### src/rtl/vga_pkg.sv
// vga_pkg: coordinate type and default 640x480@60 raster timing shared by the
// timing generator and its consumers.
package vga_pkg;
    typedef logic [9:0] coord_t;
    localparam int   H_VISIBLE_D   = 640;
    localparam int   H_FP_D        = 16;
    localparam int   H_SYNC_D      = 96;
    localparam int   H_BP_D        = 48;
    localparam int   V_VISIBLE_D   = 480;
    localparam int   V_FP_D        = 10;
    localparam int   V_SYNC_D      = 2;
    localparam int   V_BP_D        = 33;
    localparam int   CLK_DIV_D     = 2;
    localparam logic SYNC_ACTIVE_D = 1'b0;
endpackage

### src/rtl/vga_if.sv
// vga_if: raster counters plus VGA sync/blank/pixel-clock bundle; the timing
// generator drives it as master, renderers and the DAC side read it as slave.
interface vga_if;
    import vga_pkg::*;
    logic   pix_en;
    logic   vga_clk;
    coord_t cuentaX;
    coord_t cuentaY;
    logic   hsync;
    logic   vsync;
    logic   blank_n;
    logic   line_start;
    logic   frame_start;
    modport master (output pix_en, vga_clk, cuentaX, cuentaY, hsync, vsync, blank_n, line_start, frame_start);
    modport slave  (input  pix_en, vga_clk, cuentaX, cuentaY, hsync, vsync, blank_n, line_start, frame_start);
endinterface

### src/rtl/pixel_clk_div.sv
// pixel_clk_div: divides clk by CLK_DIV into a one-clk pixel strobe and a
// 50% duty pixel clock for the DAC.
module pixel_clk_div #(
    parameter int CLK_DIV = 2
) (
    input  logic clk,
    input  logic botonRST,
    output logic pix_en,
    output logic vga_clk
);
    localparam int W = $clog2(CLK_DIV);
    logic [W-1:0] div_cnt_q, div_cnt_d;
    logic         pix_en_q, pix_en_d;
    logic         vga_clk_q, vga_clk_d;
    always_comb begin
        div_cnt_d = (div_cnt_q == W'(CLK_DIV - 1)) ? '0 : div_cnt_q + 1'b1;
        pix_en_d  = div_cnt_q == W'(CLK_DIV - 1);
        vga_clk_d = div_cnt_q >= W'(CLK_DIV / 2);
    end
    always_ff @(posedge clk or negedge botonRST) begin
        if (!botonRST) begin
            div_cnt_q <= '0;
            pix_en_q  <= 1'b0;
            vga_clk_q <= 1'b0;
        end else begin
            div_cnt_q <= div_cnt_d;
            pix_en_q  <= pix_en_d;
            vga_clk_q <= vga_clk_d;
        end
    end
    assign pix_en  = pix_en_q;
    assign vga_clk = vga_clk_q;
endmodule

### src/rtl/vga_timing_gen.sv
// vga_timing_gen: horizontal/vertical raster counters with sync and blank
// decoded from the next-state counters so they line up with cuentaX/cuentaY.
module vga_timing_gen
    import vga_pkg::*;
#(
    parameter int   H_VISIBLE   = H_VISIBLE_D,
    parameter int   H_FP        = H_FP_D,
    parameter int   H_SYNC      = H_SYNC_D,
    parameter int   H_BP        = H_BP_D,
    parameter int   V_VISIBLE   = V_VISIBLE_D,
    parameter int   V_FP        = V_FP_D,
    parameter int   V_SYNC      = V_SYNC_D,
    parameter int   V_BP        = V_BP_D,
    parameter int   CLK_DIV     = CLK_DIV_D,
    parameter logic SYNC_ACTIVE = SYNC_ACTIVE_D
) (
    input  logic  clk,
    input  logic  botonRST,
    vga_if.master vga
);
    localparam int     H_TOTAL = H_VISIBLE + H_FP + H_SYNC + H_BP;
    localparam int     V_TOTAL = V_VISIBLE + V_FP + V_SYNC + V_BP;
    localparam coord_t X_LAST  = coord_t'(H_TOTAL - 1);
    localparam coord_t Y_LAST  = coord_t'(V_TOTAL - 1);
    localparam coord_t HS_LO   = coord_t'(H_VISIBLE + H_FP);
    localparam coord_t HS_HI   = coord_t'(H_VISIBLE + H_FP + H_SYNC);
    localparam coord_t VS_LO   = coord_t'(V_VISIBLE + V_FP);
    localparam coord_t VS_HI   = coord_t'(V_VISIBLE + V_FP + V_SYNC);
    localparam coord_t H_VIS   = coord_t'(H_VISIBLE);
    localparam coord_t V_VIS   = coord_t'(V_VISIBLE);
    coord_t x_q, x_d, y_q, y_d;
    logic   hsync_q, hsync_d, vsync_q, vsync_d, blank_n_q, blank_n_d;
    logic   line_start_q, line_start_d, frame_start_q, frame_start_d;
    logic   x_wrap, y_wrap;
    pixel_clk_div #(.CLK_DIV(CLK_DIV)) u_div (
        .clk      (clk),
        .botonRST (botonRST),
        .pix_en   (vga.pix_en),
        .vga_clk  (vga.vga_clk)
    );
    always_comb begin
        x_wrap        = x_q == X_LAST;
        y_wrap        = y_q == Y_LAST;
        x_d           = vga.pix_en ? (x_wrap ? '0 : x_q + 1'b1) : x_q;
        y_d           = (vga.pix_en && x_wrap) ? (y_wrap ? '0 : y_q + 1'b1) : y_q;
        hsync_d       = (x_d >= HS_LO && x_d < HS_HI) ? SYNC_ACTIVE : ~SYNC_ACTIVE;
        vsync_d       = (y_d >= VS_LO && y_d < VS_HI) ? SYNC_ACTIVE : ~SYNC_ACTIVE;
        blank_n_d     = x_d < H_VIS && y_d < V_VIS;
        line_start_d  = vga.pix_en && x_wrap;
        frame_start_d = line_start_d && y_wrap;
    end
    always_ff @(posedge clk or negedge botonRST) begin
        if (!botonRST) begin
            x_q           <= '0;
            y_q           <= '0;
            hsync_q       <= ~SYNC_ACTIVE;
            vsync_q       <= ~SYNC_ACTIVE;
            blank_n_q     <= 1'b0;
            line_start_q  <= 1'b0;
            frame_start_q <= 1'b0;
        end else begin
            x_q           <= x_d;
            y_q           <= y_d;
            hsync_q       <= hsync_d;
            vsync_q       <= vsync_d;
            blank_n_q     <= blank_n_d;
            line_start_q  <= line_start_d;
            frame_start_q <= frame_start_d;
        end
    end
    assign vga.cuentaX     = x_q;
    assign vga.cuentaY     = y_q;
    assign vga.hsync       = hsync_q;
    assign vga.vsync       = vsync_q;
    assign vga.blank_n     = blank_n_q;
    assign vga.line_start  = line_start_q;
    assign vga.frame_start = frame_start_q;
endmodule

### src/flat_wrapper.sv
// flat-port wrapper written by rule: the top's interface ports become plain ports
module vga_timing_gen_flat import vga_pkg::*;
#(
    parameter int   H_VISIBLE   = H_VISIBLE_D,
    parameter int   H_FP        = H_FP_D,
    parameter int   H_SYNC      = H_SYNC_D,
    parameter int   H_BP        = H_BP_D,
    parameter int   V_VISIBLE   = V_VISIBLE_D,
    parameter int   V_FP        = V_FP_D,
    parameter int   V_SYNC      = V_SYNC_D,
    parameter int   V_BP        = V_BP_D,
    parameter int   CLK_DIV     = CLK_DIV_D,
    parameter logic SYNC_ACTIVE = SYNC_ACTIVE_D
)
  (clk, botonRST, vga_pix_en, vga_vga_clk, vga_cuentaX, vga_cuentaY, vga_hsync, vga_vsync, vga_blank_n, vga_line_start, vga_frame_start);
  vga_if vga_i ();
  input  logic clk;
  input  logic botonRST;
  output wire logic [$bits(vga_i.pix_en)-1:0] vga_pix_en;
  output wire logic [$bits(vga_i.vga_clk)-1:0] vga_vga_clk;
  output wire logic [$bits(vga_i.cuentaX)-1:0] vga_cuentaX;
  output wire logic [$bits(vga_i.cuentaY)-1:0] vga_cuentaY;
  output wire logic [$bits(vga_i.hsync)-1:0] vga_hsync;
  output wire logic [$bits(vga_i.vsync)-1:0] vga_vsync;
  output wire logic [$bits(vga_i.blank_n)-1:0] vga_blank_n;
  output wire logic [$bits(vga_i.line_start)-1:0] vga_line_start;
  output wire logic [$bits(vga_i.frame_start)-1:0] vga_frame_start;
  assign vga_pix_en = vga_i.pix_en;
  assign vga_vga_clk = vga_i.vga_clk;
  assign vga_cuentaX = vga_i.cuentaX;
  assign vga_cuentaY = vga_i.cuentaY;
  assign vga_hsync = vga_i.hsync;
  assign vga_vsync = vga_i.vsync;
  assign vga_blank_n = vga_i.blank_n;
  assign vga_line_start = vga_i.line_start;
  assign vga_frame_start = vga_i.frame_start;
  vga_timing_gen #(.H_VISIBLE(H_VISIBLE), .H_FP(H_FP), .H_SYNC(H_SYNC), .H_BP(H_BP), .V_VISIBLE(V_VISIBLE), .V_FP(V_FP), .V_SYNC(V_SYNC), .V_BP(V_BP), .CLK_DIV(CLK_DIV), .SYNC_ACTIVE(SYNC_ACTIVE)) u_core (.clk(clk), .botonRST(botonRST), .vga(vga_i));
endmodule
### config.mk
export PLATFORM = sky130hd
export DESIGN_NAME = vga_timing_gen_flat
export DESIGN_NICKNAME = d
export VERILOG_FILES = /design/src/rtl/vga_pkg.sv /design/src/rtl/vga_if.sv /design/src/rtl/pixel_clk_div.sv /design/src/rtl/vga_timing_gen.sv /design/src/flat_wrapper.sv
export SDC_FILE = /design/constraint.sdc
export NUM_CORES = 1
export LEC_CHECK = 0
export CAP_MARGIN = 20
export CORE_ASPECT_RATIO = 0.75
export CORE_MARGIN = 4
export CORE_UTILIZATION = 55
export DETAILED_ROUTE_END_ITERATION = 12
export PLACE_DENSITY = 0.84
export RECOVER_POWER = 50
export SYNTH_ARGS = -nofsm -noshare
export SYNTH_HDL_FRONTEND = slang
export SYNTH_SLANG_ARGS = --single-unit
### constraint.sdc
create_clock -name clk -period 3.65 [get_ports clk]
set_input_delay 0.73 -clock clk [delete_from_list [all_inputs] [get_ports clk]]
set_output_delay 0.73 -clock clk [all_outputs]
set_load 0.02 [all_outputs]
; ---- Word level (Yosys, flattened, before mapping)
; Index checks and enable logic that the tools add are counted.
[word_totals]
inputBits = 2
output_inout_bits = 27
elab_cells = 34
reg_bits = 28
[op_classes]
n_lt_le_gt_ge = 7
n_eq_ne = 2
reduce_logical = 5
n_mux = 7
n_addsub = 3
[op_table]
columns = cell, n
row1 = 10-bit 2-to-1 mux, 4
row2 = "10-bit by 1-bit adder with 10-bit output, second input constant", 2
row3 = "10-bit == test, second input constant", 2
row4 = "10-bit less-than comparator, second input constant", 2
row5 = "10-bit by 9-bit less-than comparator with 1-bit output, second input constant", 2
row6 = "10-bit greater-or-equal comparator, second input constant", 1
row7 = "10-bit by 9-bit greater-or-equal comparator with 1-bit output, second input constant", 1
row8 = 1-bit logical AND, 5
row9 = 1-bit 2-to-1 mux, 3
row10 = "1-bit adder, second input constant", 1
row11 = "1-bit greater-or-equal comparator, second input constant", 1

; ---- Depth between registers and ports, before layout
; Gate-level depths: netlist of the first run.
[depth]
ltp_word = 6
depth_mapped = 7
mapped_depth_nobuf = 7

; ---- Modules after synthesis
; From an unflattened synthesis of the first run, not the netlist that was laid out.
[unflattened]
hier_cells = 156
area_unflattened_um2 = 1472.7
[by_module_without_submodules]
columns = mod, area_per_inst_um2, n_inst, cells_each
row1 = vga_timing_gen, 1411.4, 1, 152
row2 = pixel_clk_div, 61.3, 1, 4

; ---- Worst setup path after synthesis of the first run
; OpenSTA, ideal clock, no wires.
[synth_timing]
kind = reg2reg
startpoint = register u_core.x_q[0] (netlist: u_core.vga.cuentaX[0])
endpoint = register u_core.vsync_q (netlist: u_core.vga.vsync)
stages_incl_launch_ff = 8
setup_time_ns = 0.090
setup_slack_ns = 1.781
t_arrival_ns = 1.779
required_ns = 3.560
path_buffers = 1
cell_sequence = dfrtp_1 > ha_1 > and4bb_4 > nand3_4 > buf_6 > a2111o_1 > a22oi_2 > nand4b_1
[synth_between]
elab_chain_cells = 6
elab_cells_between_ends = 7
cone_classes = 2 x order compare / 1 x eq/ne / 2 x mux / 2 x reduce/logical
[synth_lines]
columns = element, line_no
row1 = "start, declared", vga_timing_gen.sv:31  ; coord_t x_q, x_d, y_q, y_d;
row2 = "start signal, assigned", vga_timing_gen.sv:54  ; x_q <= '0;
row3 = "start signal, assigned", vga_timing_gen.sv:62  ; x_q <= x_d;
row4 = 10-bit == test *, vga_timing_gen.sv:42  ; x_wrap = x_q == X_LAST;
row5 = 1-bit logical AND *, vga_timing_gen.sv:45  ; y_d = (vga.pix_en && x_wrap) ? (y_wrap ? '0 : y_q + 1'b1) : y_q;
row6 = 10-bit 2-to-1 mux *, vga_timing_gen.sv:45
row7 = 10-bit by 9-bit greater-or-equal comparator with 1-bit output / 10-bit by 9-bit less-than comparator with 1-bit output (equally long branches), vga_timing_gen.sv:47  ; vsync_d = (y_d >= VS_LO && y_d < VS_HI) ? SYNC_ACTIVE : ~SYNC_ACTIVE;
row8 = 1-bit logical AND *, vga_timing_gen.sv:47
row9 = 1-bit 2-to-1 mux *, vga_timing_gen.sv:47
row10 = net u_core.vsync_d, vga_timing_gen.sv:32  ; logic hsync_q, hsync_d, vsync_q, vsync_d, blank_n_q, blank_n_d;
row11 = "end signal, assigned", vga_timing_gen.sv:57  ; vsync_q <= ~SYNC_ACTIVE;
row12 = "end signal, assigned", vga_timing_gen.sv:65  ; vsync_q <= vsync_d;
row13 = "end, declared", vga_timing_gen.sv:32
; The timed path passes the listed nets; every way through them passes the cells marked *.

; ---- Worst setup path after layout of the first run
[layout_timing]
startpoint = register u_core.x_q[0] (netlist: u_core.vga.cuentaX[0])
endpoint = register u_core.hsync_q (netlist: u_core.vga.hsync)
[layout_between]
elab_chain_cells = 6
elab_cells_between_ends = 8
cone_classes = 1 x add/sub / 2 x order compare / 1 x eq/ne / 3 x mux / 1 x reduce/logical
[layout_lines]
columns = element, line_no
row1 = 10-bit by 1-bit adder with 10-bit output / 10-bit == test (equally long branches), "vga_timing_gen.sv:44, vga_timing_gen.sv:42"
row2 = 10-bit 2-to-1 mux * (2 in series), vga_timing_gen.sv:44  ; x_d = vga.pix_en ? (x_wrap ? '0 : x_q + 1'b1) : x_q;
row3 = net u_core.x_d[5], vga_timing_gen.sv:31
row4 = 10-bit greater-or-equal comparator / 10-bit less-than comparator (equally long branches), vga_timing_gen.sv:46  ; hsync_d = (x_d >= HS_LO && x_d < HS_HI) ? SYNC_ACTIVE : ~SYNC_ACTIVE;
row5 = 1-bit logical AND *, vga_timing_gen.sv:46
row6 = 1-bit 2-to-1 mux *, vga_timing_gen.sv:46
row7 = net u_core.hsync_d, vga_timing_gen.sv:32
row8 = "end signal, assigned", vga_timing_gen.sv:56  ; hsync_q <= ~SYNC_ACTIVE;
row9 = "end signal, assigned", vga_timing_gen.sv:64  ; hsync_q <= hsync_d;
row10 = "end, declared", vga_timing_gen.sv:32
; Marked as above.

==> key figures, run 1 <==
GRT
  • GRT Total Usage: 20.48%
  • Initial antenna violation count: 0
  • Maximum number of pins on one net before global-route repair: 28
  • First-pass GRT wire length: 5278 um
  • Vias in the first global route: approximately 1100
  • GRT overflow: 0

Worst setup path
  • Worst path cell trace: ha_1 -> and4bb_1 -> nand3_1 -> clkinv_1 -> a21oi_1 -> or3_1 -> nand4_1
  • WS Path Type: reg -> reg
  • Worst Setup Start Kind: flop
  • Crit path DAT: 2.64 ns
  • Worst path max stage delay: around 0.44 ns
  • Required time of the critical path: 3.91 ns
  • Critical path's top delay family: simple AND/OR/NAND/NOR gates
  • CP Buf/Inv Count: 1
  • Crit Path Max Fanout: 14
  • CP max-delay cell: dfrtp_1
  • CP endpoint kind: flop

Drt
  • Via count: 1247
  • DR WL met3: 302 um
  • Wire length on met1: ~1600 um
  • Initial DRC Count: 86
  • Remaining DRCs: 0
  • Drt first pass iters: 4
  • Wire per inst: 15.67 um
  • Routed wl met2: 1364 um
  • Vias/cell: 5.995
  • Final WL: around 3300 um
  • DR top layer: met4
  • Post-route ant nets: 0

Synthesis
  • Async SR Flop Fraction: 100.0%
  • Post-synthesis instance total: 148
  • Post-synth EDFFs: 0
  • Synth area leaders: dfrtp_1, dfstp_2, xnor2_1, nand2_1, nor3_1
  • Post-synth top cells: dfrtp_1, nand2_1, nor3_1
  • Ys Warns: 0
  • Syn_area_per_cell: 9.934 um2
  • Mapped Area: 1470 um2
  • Most common cell in the netlist: dfrtp_1
  • Primary FF master, synth: dfrtp_1
  • Library cells used by synthesis: 44
  • Sequential cell area fraction in the yosys report: a little under half
  • Post-Synthesis Net Count: 153
  • Seq cells post-synth: 27
  • Cell taking the most area after synthesis: dfrtp_1
  • Yosys top cell area share: a little over two fifths

Flow run
  • Max-cap violations: 0

Power and ir drop
  • Seq pwr share: 69.1%
  • Pint: 0.3414 mW
  • Pwr dens: 246.8 nW/um2
  • Psw: 0.09191 mW
  • Leak pwr: a little over 0.7 nW
  • Worst VDD drop: 0.1614 mV
  • Gate power share: 1.5%
  • Design Power: 0.4333 mW
  • Clock power frac: approximately 29%
  • Sw frac: 21.21%

Finish
  • Layout area overhead: 19.40%
  • Antenna diode instance count: 0
  • Fin nets: 180
  • Final core utilization: 72.51%
  • Layout cells sized above 1: 6.322%

Timing
  • Setup TNS: 0 ns
  • Slew @ Worst Pin: 1.392 ns
  • Final Max Slew Viols: 0
  • Fmax: 420.5 MHz
  • Rel. slew slack: 7.193%
  • RSZ-0062 raised after global routing: false
  • Tmin final: 2.378 ns
  • Hold Worst Slack: approximately 0.4 ns
  • Fin crit share: 65.15%
  • Skew final: around 0.012 ns
  • Final worst slack: 1.272 ns
  • Setup-failing EPs final: 0
  • Final hold viol count: 0

Die
  • Area of the die: around 3600 um2
  • Core area: 2421 um2
  • Starting density of the core: between 60% and 70%
  • Rows: 15
  • Die W: 67.70 um
  • Die height: 52.78 um
  • Num ports: 29

Outcome
  • Status: complete, no violations

Clock network
  • CTS tree: done
  • Cts-stage hold buffer count: 0
  • Number of gates resized after cts: 0
  • Post-CTS Setup Bufs: 0
  • Clk Latency, worst-skew pair: 0.33 ns
  • CTS sink count: 27
  • Htree depth: 1
  • Root Driver: clkbuf_4
  • Clock slew at reported path FFs: 0.15 ns
  • CTS Buf Count: 3
  • Maximum clock path buffer count: 2

Place
  • Post-DP HPWL: 2412 um
  • Port Buffer Count: 28
  • Dpl ws: 1.668 ns
  • Placer congestion estimate: 0.8863

Hold path
  • Worst Hold Class: reg -> reg
power groups by stage:
stage | clock, mW | sequential, mW | combinational, mW
floorplan | 0 | 0.305 | 0.000000281
global placement | 0 | 0.305 | 0.00760
detailed placement | 0 | 0.305 | 0.00776
CTS | 0.131 | 0.299 | 0.00777
global route | 0.146 | 0.299 | 0.00771
finish | 0.128 | 0.299 | 0.00641
kinds of logic after synthesis:
kind of cell	synth area share (%)
fa+ha+maj	2.553
compound gates	11.49
simple gates	25.96
flops	46.13
mux	1.447
buf+inv	5.871
xor+xnor	6.553
state kept, by name (all words and copies together), names as in the netlist:
signal / cells
u_core.vga.hsync: 1
u_core.vga.cuentaY: 10
u_core.vga.blank_n: 1
u_core.vga.frame_start: 1
u_core.vga.cuentaX: 10
u_core.vga.line_start: 1
u_core.vga.vsync: 1
u_core.u_div.pix_en: 1
u_core.u_div.div_cnt_q: 1
cell usage in the layout (no fill, tap or decap), types with 2 or more instances in the layout:
cell type,n
o22ai_1,2
nand4_1,7
a21o_1,2
or3_1,3
dfrtp_1,25
and3_1,2
ha_1,3
xor2_1,5
clkbuf_4,3
nand4b_1,2
nor3b_1,2
nor3_1,9
nand3_1,8
dfstp_2,2
inv_1,8
a21oi_1,5
a31oi_1,2
o21ai_0,6
nand2_1,13
xnor2_1,6
o311ai_0,2
nor2_1,8
clkdlybuf4s50_1,27
per-layer routing:
| layer | vias up | global-route usage [%] |
|---|---|---|
| met2 | 64 | 27.46 |
| li1 | 585 | - |
| met3 | 7 | 5.579 |
| met5 | - | 0 |
| met1 | 591 | 31.29 |
| met4 | 0 | 6.397 |
per-stage QoR:
| step | instances | instance area [um2] |
|---|---|---|
| final | 208 | 1755 |
| after detailed placement | 204 | 1748 |
| after floorplan | 148 | 1470 |
| after global placement | 204 | 1748 |
| after CTS | 208 | 1775 |
| after global routing | 208 | 1755 |
path summary, 6_finish.rpt:
path / start / endpoint / slack (ns) / depth (start not counted)
setup reg to reg: u_core.vga.cuentaX[0]$_DFF_PN0_ / u_core.vga.hsync$_DFF_PN1_ / 1.27 / 7
max in group asynchronous: botonRST / u_core.vga.cuentaY[6]$_DFF_PN0_ / 1.60 / 2
min in group asynchronous: botonRST / u_core.vga.line_start$_DFF_PN0_ / 1.23 / 2
hold reg to reg: u_core.u_div.div_cnt_q$_DFF_PN0_ / u_core.u_div.pix_en$_DFF_PN0_ / 0.40 / 0
hold / removal: u_core.u_div.div_cnt_q$_DFF_PN0_ / u_core.u_div.pix_en$_DFF_PN0_ / 0.40 / 0
setup / recovery: u_core.vga.cuentaX[0]$_DFF_PN0_ / u_core.vga.hsync$_DFF_PN1_ / 1.27 / 7
cell type report:
cell class / instances / area (um2)
Inverter: 9 / 33.78
Timing Repair Buffer: 29 / 284.0
Multi-Input combinational cell: 105 / 689.4
Clock inverter: 1 / 5.005
Fill cell: 173 / 665.6
Sequential cell: 27 / 678.2
Clock buffer: 3 / 22.52
Tap cell: 34 / 42.54
No activity file was read; power rests on OpenSTA's default activity.
==> run 2: changes to the inputs <==
Settings changed: CORE_UTILIZATION 55 to 46, PLACE_DENSITY 0.84 to 0.75.
Clock period 3.65 ns to 1.9 ns, I/O delays scaled along.
==> run 2 against run 1 <==
Wire length grew 9.1%. Hold slack worse by 0.010 ns. Non-clock buffer count increased by 14. Clock power rose by 150%. Register-to-register slack worse by 1.2 ns. Final cell count is 8.7% higher. Critical endpoint is now vga_pix_en.
==> key figures, run 2 (synthesis results as in run 1) <==
Outcome
  • Status: complete, no violations

Finish
  • Non-Filler Instances: 226
  • Multi-input gate area in the final layout: a little over 700 um2
  • Layout cells sized above 1: 17.02%
  • Fin nets: 194
  • Most frequent cells in the layout: clkdlybuf4s50_1, dfrtp_1, buf_4
  • Antenna diode instance count: 0
  • Final core utilization: 63.75%
  • Layout area overhead: 30.04%
  • Seq. cell area: around 700 um2
  • Fillers: 219
  • Most common cell after layout, fill and taps aside: clkdlybuf4s50_1

Power and ir drop
  • Leak pwr: 0.8010 nW
  • Pwr dens: 473.2 nW/um2
  • Worst VDD drop: ~0.47 mV

Place
  • Port Buffer Count: 28
  • Post-DP HPWL: 2745 um
  • Placer congestion estimate: 1.027
  • Placed Cells: 221

Worst setup path
  • Reg2Reg Depth: 7
  • Worst path cell trace: buf_4 -> clkdlybuf4s50_1
  • CP Buf/Inv Count: 2
  • Required time of the critical path: 1.52 ns
  • Crit path DAT: 1.46 ns
  • RR Endpoint: u_core.vga.vsync$_DFF_PN1_
  • Critical path's top delay family: buffers and inverters
  • Crit Path Max Fanout: 7
  • CP endpoint kind: primary output
  • CP max-delay cell: clkdlybuf4s50_1
  • Reg-to-Reg Start: u_core.vga.cuentaX[0]$_DFF_PN0_
  • Reg2reg setup slack: around 0.070 ns
  • Worst path max stage delay: 0.60 ns
  • WS Path Type: reg -> out
  • Worst Setup Start Kind: flop

Timing
  • Slew @ Worst Pin: 0.6734 ns
  • Tmin final: 1.839 ns
  • Setup-failing EPs final: 0
  • Fmax: 543.6 MHz
  • Final hold viol count: 0
  • Final Max Slew Viols: 0
  • Rel. slew slack: between 50% and 60%
  • Fin crit share: 96.81%
  • Skew final: 0.002689 ns

Die
  • Rows: 17
  • Die height: 56.96 um
  • Num ports: 29
  • Area of the die: 4174 um2
  • Core area: 2999 um2
  • Die W: roughly 73 um
  • Starting density of the core: 49.02%

Clock network
  • CTS Buf Count: 3
  • CTS sink count: 27
  • Clk Latency, worst-skew pair: around 0.27 ns
  • Htree depth: 1
  • Clock slew at reported path FFs: roughly 0.08 ns
  • Root Driver: clkbuf_8
  • CTS tree: done
  • Maximum clock path buffer count: 2

Drt
  • Drt first pass iters: 5
  • Vias/cell: 5.748
  • Remaining DRCs: 0
  • Wire per inst: roughly 16 um
  • Final WL: 3556 um
  • Initial DRC Count: 240
  • Via count: 1299
  • Post-route ant nets: 0

Hold path
  • WHS Endpoint: u_core.u_div.pix_en$_DFF_PN0_
  • Min-Delay Startpoint: u_core.u_div.div_cnt_q$_DFF_PN0_
  • Hold path depth: 0
  • Worst Hold Class: reg -> reg

GRT
  • Initial antenna violation count: 0
  • GRT overflow: 0
  • Vias in the first global route: 1213
  • First-pass GRT wire length: 6030 um
  • Maximum number of pins on one net before global-route repair: 28
  • GRT Total Usage: 18.45%

Flow run
  • Max-cap violations: 0
run 2: per-stage QoR:
step           instance area (um2)  setup slack (ns)  hold WS, ns    TNS (ns)  total power, mW
4_1_cts                       1897           0.01223       0.4022           0           0.9188
5_1_grt                       1912        -0.0004594       0.4211  -0.0005527           0.9437
2_1_floorplan                 1470           0.03056      0.08441           0           0.5857
6_report                      1912           0.06054       0.3935           0           0.9047
3_3_place_gp                  1851            0.1029       0.3628           0           0.6001
3_5_place_dp                  1851           0.03377       0.3821           0           0.6005
run 2: what timing repair did:
item | 4_1_cts | 5_1_grt
endpoints found under the setup margin | 1 | 6
hold endpoints to repair | 0 | 0
gates resized for setup | 1 | 7
setup buffers | 0 | 1
hold buffers | 0 | 0
run 2: power breakdown:
| group | leakage (nW) | internal (mW) | switching, mW |
|---|---|---|---|
| Sequential | 0.347 | 0.574 | 0 |
| Combinational | 0.431 | 0.00202 | 0.0110 |
| Clock | 0.0228 | 0.150 | 0.167 |
| Total | 0.801 | 0.727 | 0.178 |
run 2: layer usage:
layer	global-route usage [%]	vias to the layer above	share of wire [%]
li1	-	622	-
met1	29.02	613	48
met2	24.71	55	43
met3	5.282	9	8.0
met4	4.211	0	1.2
met5	0	-	0
run 2: how the worst max path moves through the flow:
stage	start	to	slack, ns	cells after the start
floorplan	u_core.vga.cuentaX[0]$_DFF_PN0_	u_core.vga.vsync$_DFF_PN1_	0.03	7
global placement	u_core.vga.cuentaX[0]$_DFF_PN0_	u_core.vga.blank_n$_DFF_PN0_	0.10	6
detailed placement	u_core.vga.cuentaX[0]$_DFF_PN0_	u_core.vga.vsync$_DFF_PN1_	0.03	6
CTS	u_core.u_div.pix_en$_DFF_PN0_	vga_pix_en	0.01	2
global route	u_core.vga.cuentaX[0]$_DFF_PN0_	u_core.vga.blank_n$_DFF_PN0_	-0.0005	7
finish	u_core.u_div.pix_en$_DFF_PN0_	vga_pix_en	0.06	2
run 2: layout make-up:
class / count / share of cell area [%]
Clock buffer: 4 / 2.356
Inverter: 9 / 1.767
Timing Repair Buffer: 43 / 20.55
Tap cell: 38 / 2.487
Sequential cell: 27 / 35.60
Multi-Input combinational cell: 105 / 37.24
